[src/rtl/arb_pkg.sv]
// arb_pkg -- shared definitions for the fetch/data memory-port arbiter.
//   arb_state_e : arbiter FSM encoding (IDLE, BUSY, RESP)
//   OWN_I/OWN_D : owner encoding (0 = fetch port, 1 = data port)
//   pick_owner  : grant decision for a new transaction in IDLE
package arb_pkg;

  typedef enum logic [1:0] {
    IDLE = 2'b00,
    BUSY = 2'b01,
    RESP = 2'b10
  } arb_state_e;

  localparam logic OWN_I = 1'b0;
  localparam logic OWN_D = 1'b1;

  // A lone requester always wins; on a tie the port not served last wins,
  // which yields strict alternation while both ports keep requesting.
  function automatic logic pick_owner(input logic fetch_req,
                                      input logic data_req,
                                      input logic last_owner);
    logic winner;
    if (fetch_req && data_req) begin
      winner = ~last_owner;
    end else if (data_req) begin
      winner = OWN_D;
    end else begin
      winner = OWN_I;
    end
    return winner;
  endfunction

endpackage

[src/rtl/arb_watchdog.sv]
// arb_watchdog -- BUSY-phase timeout detector, only instantiated when the
// arbiter is built with ARB_TIMEOUT_EN.
//   clk, rst  : clock and synchronous active-low reset
//   start     : clears the counter (transaction being granted)
//   in_busy   : arbiter is in BUSY this cycle
//   m_ready   : memory completion; a ready on the expiry edge wins
//   expired   : abort the transaction at the coming edge
module arb_watchdog #(
  parameter int TIMEOUT = 16
) (
  input  logic clk,
  input  logic rst,
  input  logic start,
  input  logic in_busy,
  input  logic m_ready,
  output logic expired
);

  localparam logic [7:0] LIMIT = 8'(TIMEOUT - 1);

  logic [7:0] count_r;

  // Count BUSY cycles that pass without a memory completion.
  always_ff @(posedge clk) begin
    if (!rst) begin
      count_r <= 8'd0;
    end else if (start) begin
      count_r <= 8'd0;
    end else if (in_busy && !m_ready) begin
      count_r <= count_r + 8'd1;
    end else begin
      count_r <= count_r;
    end
  end

  // Expiry is gated by m_ready so a completion on the same edge is honoured.
  assign expired = in_busy && !m_ready && (count_r == LIMIT);

endmodule

[src/rtl/mem_port_arbiter.sv]
// mem_port_arbiter -- shares one single-ported, variable-latency memory
// between the core's instruction-fetch port (i_*) and load/store port (d_*).
// One transaction at a time: IDLE grants, BUSY holds m_req until m_ready,
// RESP returns a one-cycle ack with read data to the owner.
//
// Ports:
//   clk, rst                 clock; synchronous active-low reset
//   i_req/i_addr             fetch request (held until i_ack)
//   i_rdata/i_ack            fetched word and one-cycle completion pulse
//   d_req/d_we/d_addr/d_wdata data request (held until d_ack)
//   d_rdata/d_ack            load data and one-cycle completion pulse
//   m_req/m_we/m_addr/m_wdata registered memory request
//   m_rdata/m_ready          memory read data and completion
//   owner                    0 = fetch, 1 = data; valid while busy
//   busy                     transaction in BUSY or RESP
//   err                      pulses with ack when the transaction was aborted
//
// Build option: define ARB_TIMEOUT_EN to abort a BUSY phase after TIMEOUT
// cycles without m_ready (owner gets ack + err, rdata 0). Without it BUSY
// waits indefinitely and err is constant 0.
module mem_port_arbiter #(
  parameter int ADDR_W  = 32,
  parameter int DATA_W  = 32,
  parameter int TIMEOUT = 16
) (
  input  logic              clk,
  input  logic              rst,
  input  logic              i_req,
  input  logic [ADDR_W-1:0] i_addr,
  output logic [DATA_W-1:0] i_rdata,
  output logic              i_ack,
  input  logic              d_req,
  input  logic              d_we,
  input  logic [ADDR_W-1:0] d_addr,
  input  logic [DATA_W-1:0] d_wdata,
  output logic [DATA_W-1:0] d_rdata,
  output logic              d_ack,
  output logic              m_req,
  output logic              m_we,
  output logic [ADDR_W-1:0] m_addr,
  output logic [DATA_W-1:0] m_wdata,
  input  logic [DATA_W-1:0] m_rdata,
  input  logic              m_ready,
  output logic              owner,
  output logic              busy,
  output logic              err
);

  import arb_pkg::*;

  if (TIMEOUT < 2 || TIMEOUT > 255) begin : g_bad_timeout
    $error("mem_port_arbiter: TIMEOUT must lie in 2..255");
  end

  arb_state_e        state_r;
  arb_state_e        state_s;
  logic              last_r;
  logic              last_s;
  logic              grant_s;
  logic              expired_s;

  logic              m_req_s;
  logic              m_we_s;
  logic [ADDR_W-1:0] m_addr_s;
  logic [DATA_W-1:0] m_wdata_s;
  logic [DATA_W-1:0] i_rdata_s;
  logic [DATA_W-1:0] d_rdata_s;
  logic              i_ack_s;
  logic              d_ack_s;
  logic              owner_s;
  logic              busy_s;
  logic              err_s;

`ifdef ARB_TIMEOUT_EN
  logic wd_start_s;
  logic wd_in_busy_s;

  assign wd_start_s   = (state_r == IDLE) && (i_req || d_req);
  assign wd_in_busy_s = (state_r == BUSY);

  arb_watchdog #(
    .TIMEOUT (TIMEOUT)
  ) u_watchdog (
    .clk     (clk),
    .rst     (rst),
    .start   (wd_start_s),
    .in_busy (wd_in_busy_s),
    .m_ready (m_ready),
    .expired (expired_s)
  );
`else
  assign expired_s = 1'b0;
`endif

  assign grant_s = pick_owner(i_req, d_req, last_r);

  // Next-state and next-value logic for every registered output.
  always_comb begin
    state_s   = state_r;
    last_s    = last_r;
    m_req_s   = m_req;
    m_we_s    = m_we;
    m_addr_s  = m_addr;
    m_wdata_s = m_wdata;
    i_rdata_s = i_rdata;
    d_rdata_s = d_rdata;
    owner_s   = owner;
    busy_s    = busy;
    i_ack_s   = 1'b0;
    d_ack_s   = 1'b0;
    err_s     = 1'b0;

    case (state_r)
      IDLE: begin
        if (i_req || d_req) begin
          state_s = BUSY;
          m_req_s = 1'b1;
          owner_s = grant_s;
          busy_s  = 1'b1;
          if (grant_s == OWN_D) begin
            m_we_s    = d_we;
            m_addr_s  = d_addr;
            m_wdata_s = d_wdata;
          end else begin
            // Fetches are always reads with no write payload.
            m_we_s    = 1'b0;
            m_addr_s  = i_addr;
            m_wdata_s = {DATA_W{1'b0}};
          end
        end else begin
          state_s = IDLE;
          busy_s  = 1'b0;
        end
      end

      BUSY: begin
        if (m_ready) begin
          state_s = RESP;
          m_req_s = 1'b0;
          last_s  = owner;
          if (owner == OWN_D) begin
            d_ack_s = 1'b1;
            // A store leaves the load-data register untouched.
            if (!m_we) begin
              d_rdata_s = m_rdata;
            end else begin
              d_rdata_s = d_rdata;
            end
          end else begin
            i_ack_s   = 1'b1;
            i_rdata_s = m_rdata;
          end
        end else if (expired_s) begin
          state_s = RESP;
          m_req_s = 1'b0;
          last_s  = owner;
          err_s   = 1'b1;
          if (owner == OWN_D) begin
            d_ack_s   = 1'b1;
            d_rdata_s = {DATA_W{1'b0}};
          end else begin
            i_ack_s   = 1'b1;
            i_rdata_s = {DATA_W{1'b0}};
          end
        end else begin
          state_s = BUSY;
        end
      end

      RESP: begin
        state_s = IDLE;
        busy_s  = 1'b0;
      end

      default: begin
        state_s = IDLE;
        m_req_s = 1'b0;
        busy_s  = 1'b0;
      end
    endcase
  end

  // State and output registers; reset abandons any access without an ack.
  always_ff @(posedge clk) begin
    if (!rst) begin
      state_r <= IDLE;
      last_r  <= OWN_D;
      m_req   <= 1'b0;
      m_we    <= 1'b0;
      m_addr  <= {ADDR_W{1'b0}};
      m_wdata <= {DATA_W{1'b0}};
      i_rdata <= {DATA_W{1'b0}};
      d_rdata <= {DATA_W{1'b0}};
      i_ack   <= 1'b0;
      d_ack   <= 1'b0;
      owner   <= OWN_I;
      busy    <= 1'b0;
      err     <= 1'b0;
    end else begin
      state_r <= state_s;
      last_r  <= last_s;
      m_req   <= m_req_s;
      m_we    <= m_we_s;
      m_addr  <= m_addr_s;
      m_wdata <= m_wdata_s;
      i_rdata <= i_rdata_s;
      d_rdata <= d_rdata_s;
      i_ack   <= i_ack_s;
      d_ack   <= d_ack_s;
      owner   <= owner_s;
      busy    <= busy_s;
      err     <= err_s;
    end
  end

endmodule

[config.mk]
export PLATFORM = sky130hd
export DESIGN_NAME = mem_port_arbiter
export DESIGN_NICKNAME = d
export VERILOG_FILES = /design/src/rtl/arb_pkg.sv /design/src/rtl/arb_watchdog.sv /design/src/rtl/mem_port_arbiter.sv
export SDC_FILE = /design/constraint.sdc
export NUM_CORES = 1
export LEC_CHECK = 0
export ABC_AREA = 1
export CORE_MARGIN = 5
export CORE_UTILIZATION = 63
export CTS_CLUSTER_DIAMETER = 40
export DETAILED_ROUTE_END_ITERATION = 8
export DONT_BUFFER_PORTS = 1
export PLACE_DENSITY_LB_ADDON = 0.08
export RECOVER_POWER = 100
export SYNTH_ARGS = -nofsm -noshare
export SYNTH_HDL_FRONTEND = slang
export SYNTH_SLANG_ARGS = --single-unit
[constraint.sdc]
create_clock -name clk -period 1.5 [get_ports clk]
set_input_delay 0.3 -clock clk [delete_from_list [all_inputs] [get_ports clk]]
set_output_delay 0.3 -clock clk [all_outputs]
set_load 0.01 [all_outputs]
Word-level counts from Yosys, hierarchy flattened --
Index checks and enable logic that the tools add are counted. W data, S select, Z words.
Storage, ports and cells: register bits after elaboration 137, bits of input ports 134, output and inout bits 135, logic and storage cells 44
Operators by class: eq/ne operators 4, muxes and demuxes 15, bitwise gates (word level) 4, reductions and logical operators 9
Operators by type and width (count):
- $mux W32 | 2
- $mux W1 | 9
- $reduce_and A3 Y1 | 3
- $ne A2 B2 Y1 const B | 2
- $not A1 Y1 | 4
- $pmux W2 S2 | 1
- $reduce_and A2 Y1 | 2
- $reduce_and A4 Y1 | 1
- $pmux W1 S3 | 1
- $eq A2 B1 Y1 const B | 1
- $eq A2 B2 Y1 const B | 1
- $logic_not A2 Y1 | 1
- $mux W2 | 1
- $pmux W1 S2 | 1
- $logic_and A1 B1 Y1 | 1
- $logic_or A1 B1 Y1 | 1

Depth between registers and ports, before layout --
depth after elaboration 3, mapped depth 7, mapped depth without buffers 6

Least setup slack after synthesis --
Ideal clock, no wire load.
kind input to register, start input port d_req, end register m_addr[23], library setup time 0.111 ns, arrival 1.057 ns, required time 1.389 ns, slack 0.331 ns, stages on the path 7, path buffers 2, cells stage by stage buf_4 nor2_1 nor2_2 buf_2 nand2_1 nor2_1 nor2_1
Between the ends: word-level cells in the longest chain between the ends 3, elaborated cells on any way between the ends 6, those cells by class 3 x mux; 3 x reduce/logical
Ends and longest elaborated chain:
- start: declaration | RTL line mem_port_arbiter.sv:32 | input logic d_req,
- $mux W1 / $logic_and A1 B1 Y1 (equally long branches) | RTL line arb_pkg.sv:24, arb_pkg.sv:22
- $mux W1 | RTL line arb_pkg.sv:22 | if (fetch_req && data_req) begin
- $mux W32 | RTL line mem_port_arbiter.sv:120 | if (grant_s == OWN_D) begin
- end signal: assignment | RTL line mem_port_arbiter.sv:190 | m_addr <= {ADDR_W{1'b0}};
- end signal: assignment | RTL line mem_port_arbiter.sv:204 | m_addr <= m_addr_s;
- end: declaration | RTL line mem_port_arbiter.sv:40 | output logic [ADDR_W-1:0] m_addr,
Parallel ways exist; a longest one is shown, timed or not. A chain may end at the register's enable or synchronous reset.

Final worst setup path --
start register owner, end output port owner
RTL lines:
- start: declaration | RTL line mem_port_arbiter.sv:44 | output logic owner,
- start signal: assignment | RTL line mem_port_arbiter.sv:210 | owner <= owner_s;
No word-level cell between the ends.

==> results.md <==
- First-pass detailed-route iteration total: 5
- Final setup vio count: 0
- Worst hold margin: -0.0921 ns
- Worst reg-to-reg path cell count: 5
- Vias in the first global route: 5008
- Fin util: 73.6%
- Hold Crit Depth: 2
- Clock Power Share: 41.8%
- TritonCTS buffer count: 17
- Gpl congestion: 0.846
- Mapped Nets: 1005
- Die ar.: 11200 um^2
- HP Class: in -> reg
- Vias per inst: 5.27
- Global-route wire length before repair: 24.5 mm
- Resized Gates After CTS: 0
- Netlist cell types: 21
- Max Slew Vio Count: 0
- Sequential share of the synthesized area: 47.3%
- Fillers: 741
- Crit path buffers/inverters: 1
- DRC viols: 0
- Nets: 1016
- Htree depth: 4
- Layout cells sized above 1: 5.47%
- Port bufs: 0
- Post-CTS Setup Bufs: 0
- CP peak stage delay: 0.41 ns
- IO Pins: 269
- Initial drt markers: 278
- Clock tree from TritonCTS: yes
- Crit path cell chain: clkbuf_1
- R2R setup slack: 0.10 ns
- RSZ-0062 raised after global routing: no
- Tcrit/Tclk final: 93.9%
- Switching power: 2520 uW
- Min Clock Period, post-route: 1.41 ns
- CTS Root Cell: clkbuf_8
- Comb pwr share: 11.3%
- CP required: 1.20 ns
- HPWL Detailed: 10.6 mm
- Warnings, synthesis: 0
- Maxcap violations: 0
- Sw Share: 28.2%
- Diodes inserted: 0
- GRT Util Overall: 27.0%
- Worst r2r dst: m_wdata[29]
- Initial core utilization: 63.7%
- Multi-input logic area: 2390 um^2
- Seq. cell area: 2740 um^2
- Die height: 106 um
- Power per Cell Area: 1330 nW/um^2
- Async SR Flop Fraction: 0%
- Routed WL per cell: 15.4 um
- Slowest cell on the critical path: dfxtp_1
- Avg Inst Size Synth: 6.66 um^2
- Seq cells post-synth: 137
- Top FF cell, synth: dfxtp_1
- Internal power: 6400 uW
- Total grt overflow: 0
- Final hold violations: 122
- Critical Path Start Type: flip-flop
- Initial antenna violation count: 0
- Reg power frac: 46.9%
- Top cell type's share of synthesized area: 47.3%
- Clock Pin Slew Worst Setup and Hold Paths: 0.06 ns
- CORE AREA: 9110 um^2
- Post-route setup TNS: 0 ns
- CP Max Fanout: 5
- Post-synth EDFFs: 0
- Clk_lat worst skew: 0.50 ns
- CP arrival: 1.11 ns
- Kind of cell adding the most delay to the critical path: flip-flops
- Worst IR Drop VDD: 0.788 mV
- Dominant cell type by area after synthesis: dfxtp_1
- Hold Buf Count CTS: 34
- Violated checks: negative hold slack
- Final wirelength: 15.5 mm
- Area growth, synth to finish: 15.6%
- Layout Skew: 0.0160 ns
- Sink Count: 137
- Die Width: 106 um
- Outcome: complete, but fails checks
- Via Count: 5302
- Worst setup EP type: output port
- Hold_sp: rst
- Synth area leaders: dfxtp_1 (47%), nand2_1 (15%), nor2_1 (15%)
- Final ANT Viol Nets: 0
- Clock Path Buffers: 2
- Mapped cell area: 5800 um^2
- Hold Path Sink: d_rdata[3]
- Core Rows: 35
- Pleak: 0.00312 uW
- Cells after synthesis: 871
- Pin count of the biggest net entering global routing: 101
- Fmax: 710 MHz
- Crit Path Class: reg -> out
- Worst R2R Start: state_r[1]
[power groups by stage]
stage	logic, uW	clock network, uW	registers (uW)
2_1_floorplan	813	0	4180
3_3_place_gp	883	0	4260
3_5_place_dp	927	0	4270
4_1_cts	1010	3790	4190
5_1_grt	1160	3970	4210
6_report	1010	3730	4180
[stage by stage]
step	setup WS (ns)	instances	instance area, um^2	total power, uW	hold WS [ns]
after floorplan	0.331	871	5800	5000	0.429
after global placement	0.242	940	5830	5150	0.405
after detailed placement	0.149	940	5830	5190	0.414
after CTS	0.118	1006	6710	8990	-0.113
after global routing	0.0139	1006	6710	9340	-0.105
final	0.0916	1006	6710	8920	-0.0921
[final cells by class]
type / instances / area share, %
clock inverter: 13 / 1.64
tap: 111 / 2.07
inverter: 102 / 5.71
multi-input combinational: 578 / 35.6
timing repair buffer: 46 / 7.67
sequential: 137 / 40.9
clock buffer: 19 / 6.44
[worst max-delay path by stage]
stage	cells after the start	to	startpoint
after detailed placement	7	i_rdata[20]	state_r[0]
after global placement	7	i_rdata[2]	state_r[0]
after global routing	7	i_rdata[6]	state_r[0]
after CTS	1	owner	owner
final	1	owner	owner
after floorplan	7	m_addr[23]	d_req
[Yosys cell counts, types with 2 or more instances]
master / number
nand2_2: 2
buf_1: 2
nand2_1: 232
o21ai_0: 33
nor2_1: 231
nor2_4: 3
buf_4: 2
buf_2: 24
dfxtp_1: 137
inv_1: 100
buf_6: 7
a21oi_1: 35
nand3_1: 4
inv_2: 2
clkbuf_1: 19
nand4_1: 33
[placed cells by master (no fill, tap or decap), drive strengths merged, types with 5 or more instances in the layout]
| cell | n |
|---|---|
| nand2 | 234 |
| dlygate4sd3 | 34 |
| a21oi | 35 |
| inv | 108 |
| nor2 | 235 |
| clkinvlp | 5 |
| o21ai | 34 |
| nand4 | 33 |
| buf | 9 |
| clkbuf | 22 |
| dfxtp | 137 |
[per-layer routing]
metal	vias to the layer above	share of wire (%)	track usage [%]
met5	-	0	0
met4	0	2.7	11.9
met3	35	11	11.5
met2	257	52	48.3
met1	2359	34	27.5
li1	2651	-	-
[registers in the layout (all words and copies together), names as in the netlist]
name     flops
d_ack        1
m_addr      32
owner        1
m_req        1
m_we         1
i_rdata     32
last_r       1
busy         1
m_wdata     32
d_rdata     32
i_ack        1
state_r      2
[cells by family after synthesis]
| kind of cell | share of synthesized area, % |
|---|---|
| AOI/OAI and AO/OA | 6.15 |
| DFF | 47.3 |
| other | 0.0646 |
| buffers and inverters | 11.6 |
| and+or+nand+nor | 34.9 |
(Power assumes the default switching activity.)
